`src/rtl/ps2_scancode_rx_if.sv`:
```
// Pin-side and scancode-side signals of the PS/2 receiver, bundled so the
// keyboard controller and the receiver share one port.
interface ps2_scancode_rx_if;
  logic       ps2_clock;
  logic       ps2_data;
  logic [7:0] scancode;
  logic       valid;
  logic       parity_err;
  logic       frame_err;
  logic       busy;

  // master drives the raw pins and consumes scancodes; slave is the receiver
  modport master (
    output ps2_clock, ps2_data,
    input  scancode, valid, parity_err, frame_err, busy
  );

  modport slave (
    input  ps2_clock, ps2_data,
    output scancode, valid, parity_err, frame_err, busy
  );
endinterface

```
`src/rtl/ps2_scancode_rx.sv`:
```
// PS/2 device-to-host receiver: pin synchronisers, clock glitch filter,
// 11-bit frame capture with odd-parity/stop checking and inter-edge timeout.
module ps2_scancode_rx #(
  parameter int FILTER_LEN     = 8,
  parameter int TIMEOUT_CYCLES = 50000
) (
  input logic              clk_in,
  input logic              reset_n,
  ps2_scancode_rx_if.slave bus
);

  localparam int CNT_W = $clog2(FILTER_LEN + 1);
  localparam int TO_W  = $clog2(TIMEOUT_CYCLES + 1);

  typedef enum logic [1:0] {S_IDLE, S_DATA, S_PARITY, S_STOP} state_t;

  logic [1:0]       r_clk_sync;
  logic [1:0]       r_dat_sync;
  logic             w_clk_s;
  logic             w_dat_s;
  logic             r_filt_lvl;
  logic             r_filt_prev;
  logic [CNT_W-1:0] r_filt_cnt;
  logic             w_fall;
  logic             r_fall;

  state_t           r_state;
  logic [7:0]       r_shift;
  logic [2:0]       r_idx;
  logic             r_par;
  logic [7:0]       r_scancode;
  logic             r_valid;
  logic             r_perr;
  logic             r_ferr;
  logic [TO_W-1:0]  r_to_cnt;
  logic             w_par_ok;

  assign w_clk_s = r_clk_sync[1];
  assign w_dat_s = r_dat_sync[1];

  always_ff @(posedge clk_in or negedge reset_n) begin
    if (!reset_n) begin
      r_clk_sync <= 2'b11;
      r_dat_sync <= 2'b11;
    end else begin
      r_clk_sync <= {r_clk_sync[0], bus.ps2_clock};
      r_dat_sync <= {r_dat_sync[0], bus.ps2_data};
    end
  end

  // Level flips only after FILTER_LEN consecutive disagreeing samples.
  always_ff @(posedge clk_in or negedge reset_n) begin
    if (!reset_n) begin
      r_filt_lvl  <= 1'b1;
      r_filt_prev <= 1'b1;
      r_filt_cnt  <= '0;
      r_fall      <= 1'b0;
    end else begin
      r_filt_prev <= r_filt_lvl;
      r_fall      <= w_fall;
      if (w_clk_s == r_filt_lvl) begin
        r_filt_cnt <= '0;
      end else if (r_filt_cnt == CNT_W'(FILTER_LEN - 1)) begin
        r_filt_lvl <= w_clk_s;
        r_filt_cnt <= '0;
      end else begin
        r_filt_cnt <= r_filt_cnt + 1'b1;
      end
    end
  end

  assign w_fall   = r_filt_prev & ~r_filt_lvl;
  assign w_par_ok = ^{r_shift, r_par};

  always_ff @(posedge clk_in or negedge reset_n) begin
    if (!reset_n) begin
      r_state    <= S_IDLE;
      r_shift    <= '0;
      r_idx      <= '0;
      r_par      <= 1'b0;
      r_scancode <= '0;
      r_valid    <= 1'b0;
      r_perr     <= 1'b0;
      r_ferr     <= 1'b0;
      r_to_cnt   <= '0;
    end else begin
      r_valid <= 1'b0;
      r_perr  <= 1'b0;
      r_ferr  <= 1'b0;
      // An edge arriving on the expiry cycle is processed instead of timing out.
      if (r_fall) begin
        r_to_cnt <= '0;
        case (r_state)
          S_IDLE: begin
            if (!w_dat_s) begin
              r_state <= S_DATA;
              r_idx   <= '0;
            end
          end
          S_DATA: begin
            r_shift[r_idx] <= w_dat_s;
            if (r_idx == 3'd7) r_state <= S_PARITY;
            else               r_idx   <= r_idx + 3'd1;
          end
          S_PARITY: begin
            r_par   <= w_dat_s;
            r_state <= S_STOP;
          end
          S_STOP: begin
            if (!w_dat_s) begin
              r_ferr <= 1'b1;
            end else if (w_par_ok) begin
              r_scancode <= r_shift;
              r_valid    <= 1'b1;
            end else begin
              r_perr <= 1'b1;
            end
            r_state <= S_IDLE;
          end
          default: r_state <= S_IDLE;
        endcase
      end else if (r_state != S_IDLE) begin
        if (r_to_cnt == TO_W'(TIMEOUT_CYCLES - 1)) begin
          r_state  <= S_IDLE;
          r_ferr   <= 1'b1;
          r_to_cnt <= '0;
        end else begin
          r_to_cnt <= r_to_cnt + 1'b1;
        end
      end else begin
        r_to_cnt <= '0;
      end
    end
  end

  assign bus.scancode   = r_scancode;
  assign bus.valid      = r_valid;
  assign bus.parity_err = r_perr;
  assign bus.frame_err  = r_ferr;
  assign bus.busy       = (r_state != S_IDLE);

endmodule

```
`src/flat_wrapper.sv`:
```
// flat-port wrapper written by rule: the top's interface ports become plain ports
module ps2_scancode_rx_flat 
#(
  parameter int FILTER_LEN     = 8,
  parameter int TIMEOUT_CYCLES = 50000
)
  (clk_in, reset_n, bus_ps2_clock, bus_ps2_data, bus_scancode, bus_valid, bus_parity_err, bus_frame_err, bus_busy);
  ps2_scancode_rx_if bus_i ();
  input logic clk_in;
  input logic reset_n;
  input wire logic [$bits(bus_i.ps2_clock)-1:0] bus_ps2_clock;
  input wire logic [$bits(bus_i.ps2_data)-1:0] bus_ps2_data;
  output wire logic [$bits(bus_i.scancode)-1:0] bus_scancode;
  output wire logic [$bits(bus_i.valid)-1:0] bus_valid;
  output wire logic [$bits(bus_i.parity_err)-1:0] bus_parity_err;
  output wire logic [$bits(bus_i.frame_err)-1:0] bus_frame_err;
  output wire logic [$bits(bus_i.busy)-1:0] bus_busy;
  assign bus_i.ps2_clock = bus_ps2_clock;
  assign bus_i.ps2_data = bus_ps2_data;
  assign bus_scancode = bus_i.scancode;
  assign bus_valid = bus_i.valid;
  assign bus_parity_err = bus_i.parity_err;
  assign bus_frame_err = bus_i.frame_err;
  assign bus_busy = bus_i.busy;
  ps2_scancode_rx #(.FILTER_LEN(FILTER_LEN), .TIMEOUT_CYCLES(TIMEOUT_CYCLES)) u_core (.clk_in(clk_in), .reset_n(reset_n), .bus(bus_i));
endmodule
```
`config.mk`:
```
export PLATFORM = sky130hd
export DESIGN_NAME = ps2_scancode_rx_flat
export DESIGN_NICKNAME = d
export VERILOG_FILES = /design/src/rtl/ps2_scancode_rx_if.sv /design/src/rtl/ps2_scancode_rx.sv /design/src/flat_wrapper.sv
export SDC_FILE = /design/constraint.sdc
export NUM_CORES = 1
export LEC_CHECK = 0
export CORE_UTILIZATION = 52
export DETAILED_ROUTE_END_ITERATION = 6
export HOLD_SLACK_MARGIN = 0.06
export PLACE_DENSITY = 0.72
export SLEW_MARGIN = 20
export SYNTH_ARGS = -nofsm -noshare
export SYNTH_HDL_FRONTEND = slang
export SYNTH_SLANG_ARGS = --single-unit
```
`constraint.sdc`:
```
create_clock -name clk_in -period 5.29 [get_ports clk_in]
set_input_delay 0.7935 -clock clk_in [delete_from_list [all_inputs] [get_ports clk_in]]
set_output_delay 0.7935 -clock clk_in [all_outputs]
set_load 0.05 [all_outputs]
```
* After elaboration in Yosys (flattened, before gate mapping)
Index checks and enable logic that the tools add are counted.
** Word-level totals
- Flip-flop bits (word level) :: 52
- Bits of input ports :: 4
- Output and inout port bits :: 12
- Logic and storage cells :: 77
** Cells by class
- Add/sub/neg operators :: 3
- $lt $le $gt $ge :: 2
- Eq/ne operators :: 11
- Muxes and demuxes :: 30
- Bitwise logic cells :: 3
- Reduce and logical (&&, ||, !) cells :: 13
** Operators by type and width (count)
- $mux W16 :: 3
- $add A16 B1 Y16 const B :: 1
- $eq A16 B16 Y1 const B :: 1
- $mux W1 :: 14
- $reduce_and A4 Y1 :: 3
- $mux W2 :: 5
- $reduce_xor A9 Y1 :: 1
- $bwmux W8 :: 1
- $mux W4 :: 2
- $pmux W2 S4 :: 1
- $reduce_bool A2 Y1 :: 4
- $mux W3 :: 2
- $ne A3 B3 Y1 const B :: 2
- $pmux W3 S2 :: 1
- $reduce_and A2 Y1 :: 3
- $add A4 B1 Y4 const B :: 1
- $eq A2 B2 Y1 const B :: 2
- $eq A4 B3 Y1 const B :: 1
- $lt A3 B4 Y1 const B :: 1
- $ne A2 B2 Y1 const B :: 2
- $add A3 B1 Y3 const B :: 1
- $demux W1 S3 :: 1
- $eq A3 B3 Y1 const B :: 1
- $ge A3 B1 Y1 const B :: 1
- 6 further kinds :: 7

* Longest topological paths before layout
- Depth in word-level cells :: 5
- Depth in mapped cells :: 8
- Gate-level depth less buffers :: 7

* Worst setup path after synthesis
Ideal clock, no wire load.
- Path type :: flip-flop to output port
- From :: register u_core.r_state[0]
- To :: output bus_busy
- Arrival time :: 1.098 ns
- Required time :: 4.497 ns
- Slack :: 3.399 ns
- Stages on the path, launching flop included :: 5
- Buffers on the path :: 1
- Cell sequence :: dfrtp_1 inv_1 ha_1 clkbuf_1 inv_1
** On the way
- Longest elaborated chain between the ends :: 1
** RTL lines
- start: declaration :: RTL line ps2_scancode_rx.sv:27 : state_t r_state;
- start signal: assignment :: RTL line ps2_scancode_rx.sv:77 : r_state <= S_IDLE;
- start signal: assignment :: RTL line ps2_scancode_rx.sv:96 : r_state <= S_DATA;
- start signal: assignment :: RTL line ps2_scancode_rx.sv:102 : if (r_idx == 3'd7) r_state <= S_PARITY;
- $reduce_bool A2 Y1 :: RTL line ps2_scancode_rx.sv:140 : assign bus.busy = (r_state != S_IDLE);
- end: declaration :: RTL line flat_wrapper.sv:17 : output wire logic [$bits(bus_i.busy)-1:0] bus_busy;
No other way between the ends.

* Worst setup path after layout
Ends and elaborated chain as after synthesis.

==> metrics.txt <==
result of the run=complete, but fails checks; failing checks=DRC; Final #Nets=242; die span in y=69.3 um; Final ANT Viol Nets=0; post-detailed-route DRC marker count=1; DRT Wirelength=3.55 mm; worst-path maximum fanout=8; number of failing setup endpoints in the final timing report=0; hold path start=u_core.r_dat_sync[0]$_DFF_PN1_; beginning of the worst register-to-register path=u_core.r_shift[2]$_DFFE_PN0P_; setup TNS after final layout=0 ps; Final Hold Violating Endpoints=0; type of the worst min-delay path=flop to flop; number of buffers added by the clock tree synthesis step=5; P&R area growth vs syn=13.8%; aggregate global-route resource usage=0.168; mean cell area of the mapped netlist=11.2 um2; cell area after technology mapping=2350 um2; fraction of final layout cells sized beyond drive strength 1=0.152; worst slack on hold paths=362 ps; Worst Path Required=4500 ps; endpoint class of the critical path=output port; yosys warns=0; maximum number of pins on one net before global-route repair=53; overflow left after global routing=0; routability-driven placement congestion ratio=0.793; fraction of the mapped netlist area in compound gates=0.0356; worst reg2reg endpoint=u_core.bus.scancode[3]$_DFFE_PN0P_; flip-flop and latch count after synthesis=52; unrepaired setup endpoints after global routing=false; number of antenna violations at the first check in global routing=0; dominant cell type by count on the critical path=inv_1; clock-pin slew of the registers on the worst-case setup and hold paths=90 ps; floorplan die width=69.3 um; combinational family with the most area after synthesis=simple AND/OR/NAND/NOR gates; net count after synthesis=223; initial standard-cell utilization of the core=0.541; hold path depth=0; post-DR vias/cell=5.32; hold endpoint=u_core.r_dat_sync[1]$_DFF_PN1_; startpoint type of the worst setup path=flop; power density cells=391 nW/um2; CTS H-tree depth=2; power after layout=1.05 mW; total via count after detailed routing=1505; clock net sink count=52; number of library cell types mapped by synthesis=28; CTS Root Cell=clkbuf_8; number of pins exceeding their max-slew limit in the final report=0; Max Cap Viol=0; relative max-transition margin=0.588; Final WS setup=2540 ps; number of hold-repair buffers added at the cts stage=0; CP Buf/Inv Count=3; wire length of the first global-routing pass=6.39 mm; Std-Cell Core Area=4350 um2; worst-skew pair later-pin latency=300 ps; multiplexer fraction of the synthesized cell area=0.0909; post-DR wirelength/cell=12.5 um; Layout fillers=352; Worst R2R Setup Slack=3250 ps; Worst path top cell family by delay=buffers and inverters; slew at the pin closest to its max-slew limit=612 ps; crit share post-route=0.520; buffer count from post-CTS setup fixing=0; synthesized instance count=211; series of cell instances along the critical path=inv_1, ha_1, inv_1, clkdlybuf4s50_1; num rows=24; register area share after synthesis=0.556; Max stage delay on crit path=790 ps; leakage component of the power=1.19 nW; critical path class=flop to output port; XOR/XNOR share of the synthesized area=0.0925; detailed-routing iteration count for the pre-antenna-repair pass=6; crit path max-delay cell type=clkdlybuf4s50_1; worst-case reg-to-reg path depth=5; DRC marker count from the first detailed-route iteration=77; half-perimeter wire length of the detailed placement result=2.46 mm; IO Pins=16; Port Buffers=15; number of buffers between clock root and the deepest sink=2; Simple-Gate Fraction of Synth Area=0.165; antenna fix cells=0; shortest clock period the worst path allows after layout=2750 ps; post-cts resize count=0; Post-Place Setup Slack=2870 ps; adder-cell area share of the yosys netlist=0.0425; data arrival time at the worst-slack endpoint=1960 ps; upper clock frequency limit=0.364 GHz; clock tree from TritonCTS=built; worst clock skew=4.44 ps; number of global-route vias before repair=1457; DIE AREA=4800 um2; VDD IR-drop max=0.227 mV
[sequential cells by signal, summed over array words and instances, names as in the netlist, 2 cells and up]
signal               flops
u_core.bus.scancode      8
u_core.r_clk_sync        2
u_core.r_dat_sync        2
u_core.r_filt_cnt        4
u_core.r_idx             3
u_core.r_shift           8
u_core.r_state           2
u_core.r_to_cnt         16
[placed cells by master (no fill, tap or decap)]
cell type        synthesis  final
nand3_1                  9      9
and3_1                   4      4
nand2_1                 18     18
ha_1                     8      8
mux2_2                  17     17
clkdlybuf4s50_1          0     14
a41oi_1                  1      1
nor2_1                  30     30
a22oi_1                  1      1
o31ai_1                  1      1
bufinv_16                0      1
nor3_1                  11     11
inv_1                    7      7
dfrtp_1                 46     46
xor2_1                   5      5
mux2i_4                  1      1
clkbuf_8                 0      6
clkinv_4                 0      1
nand2b_1                 3      3
o21ai_0                  6      6
nor4b_1                  1      1
a21oi_1                  1      1
nor2b_1                  2      2
nand4_1                  4      4
dfstp_2                  6      6
xnor2_2                  1      1
o32ai_1                  1      1
buf_2                    0      1
nor4_1                   3      3
xnor2_1                 18     18
o2111ai_1                1      1
a211oi_1                 1      1
buf_4                    0      1
[kinds of logic (layout without fill, tap and decap cells)]
kind of cell	Yosys count	in the layout
fa+ha+maj	8	8
buf+inv	11	31
simple gates	85	85
xor+xnor	24	24
compound gates	13	13
flops	52	52
mux	18	18
[Yosys cell counts]
| cell | n | area share |
|---|---|---|
| mux2_2 | 17 | 0.081 |
| xor2_1 | 5 | 0.019 |
| nand4_1 | 4 | 0.011 |
| inv_1 | 7 | 0.011 |
| nand2b_1 | 3 | 0.0080 |
| dfstp_2 | 6 | 0.067 |
| a21oi_1 | 1 | 0.0021 |
| nor4_1 | 3 | 0.0080 |
| nor2_1 | 30 | 0.048 |
| a22oi_1 | 1 | 0.0032 |
| clkbuf_1 | 4 | 0.0064 |
| o31ai_1 | 1 | 0.0032 |
| mux2i_4 | 1 | 0.0096 |
| xnor2_2 | 1 | 0.0069 |
| o32ai_1 | 1 | 0.0037 |
| nor2b_1 | 2 | 0.0053 |
| nor3_1 | 11 | 0.023 |
| and3_1 | 4 | 0.011 |
| nor4b_1 | 1 | 0.0037 |
| dfrtp_1 | 46 | 0.49 |
| o2111ai_1 | 1 | 0.0037 |
| a41oi_1 | 1 | 0.0037 |
| o21ai_0 | 6 | 0.013 |
| a211oi_1 | 1 | 0.0032 |
| ha_1 | 8 | 0.043 |
| nand2_1 | 18 | 0.029 |
| nand3_1 | 9 | 0.019 |
| xnor2_1 | 18 | 0.067 |
[where the power goes]
group	internal [mW]	switching [mW]
combinational	0.106	0.155
sequential	0.455	0.0556
clock	0.155	0.124
[layout make-up]
class | instances | area, um2 | share of cell area
sequential | 52 | 1310 | 0.489
multi-input combinational | 148 | 1000 | 0.375
timing repair buffer | 16 | 153 | 0.0570
clock buffer | 6 | 82.6 | 0.0308
tap | 52 | 65.1 | 0.0243
clock inverter | 2 | 38.8 | 0.0145
inverter | 7 | 26.3 | 0.00981
[per-stage QoR]
step | instance area, um2 | util | cells
4_1_cts | 2680 | 0.615 | 283
3_3_place_gp | 2560 | 0.587 | 275
6_report | 2680 | 0.615 | 283
5_1_grt | 2680 | 0.615 | 283
3_5_place_dp | 2560 | 0.587 | 275
2_1_floorplan | 2350 | - | 211
[per-layer routing]
layer  share of wire  vias up  GRT usage
met4           0.014        0     0.0544
met3           0.030        5     0.0480
met5               0        -          0
met2            0.43       17      0.261
met1            0.52      728      0.228
li1                -      755          -
[worst max-delay path by stage]
stage	from	end	slack [ps]	cells after the start
after floorplan	u_core.r_state[0]$_DFFE_PN0P_	bus_busy	3400	4
after global placement	u_core.r_state[0]$_DFFE_PN0P_	bus_busy	2900	4
after detailed placement	u_core.r_state[0]$_DFFE_PN0P_	bus_busy	2870	4
after CTS	u_core.r_state[0]$_DFFE_PN0P_	bus_busy	2530	4
after global routing	u_core.r_state[0]$_DFFE_PN0P_	bus_busy	2430	4
final	u_core.r_state[0]$_DFFE_PN0P_	bus_busy	2540	4
No activity file was read; power rests on OpenSTA's default activity.
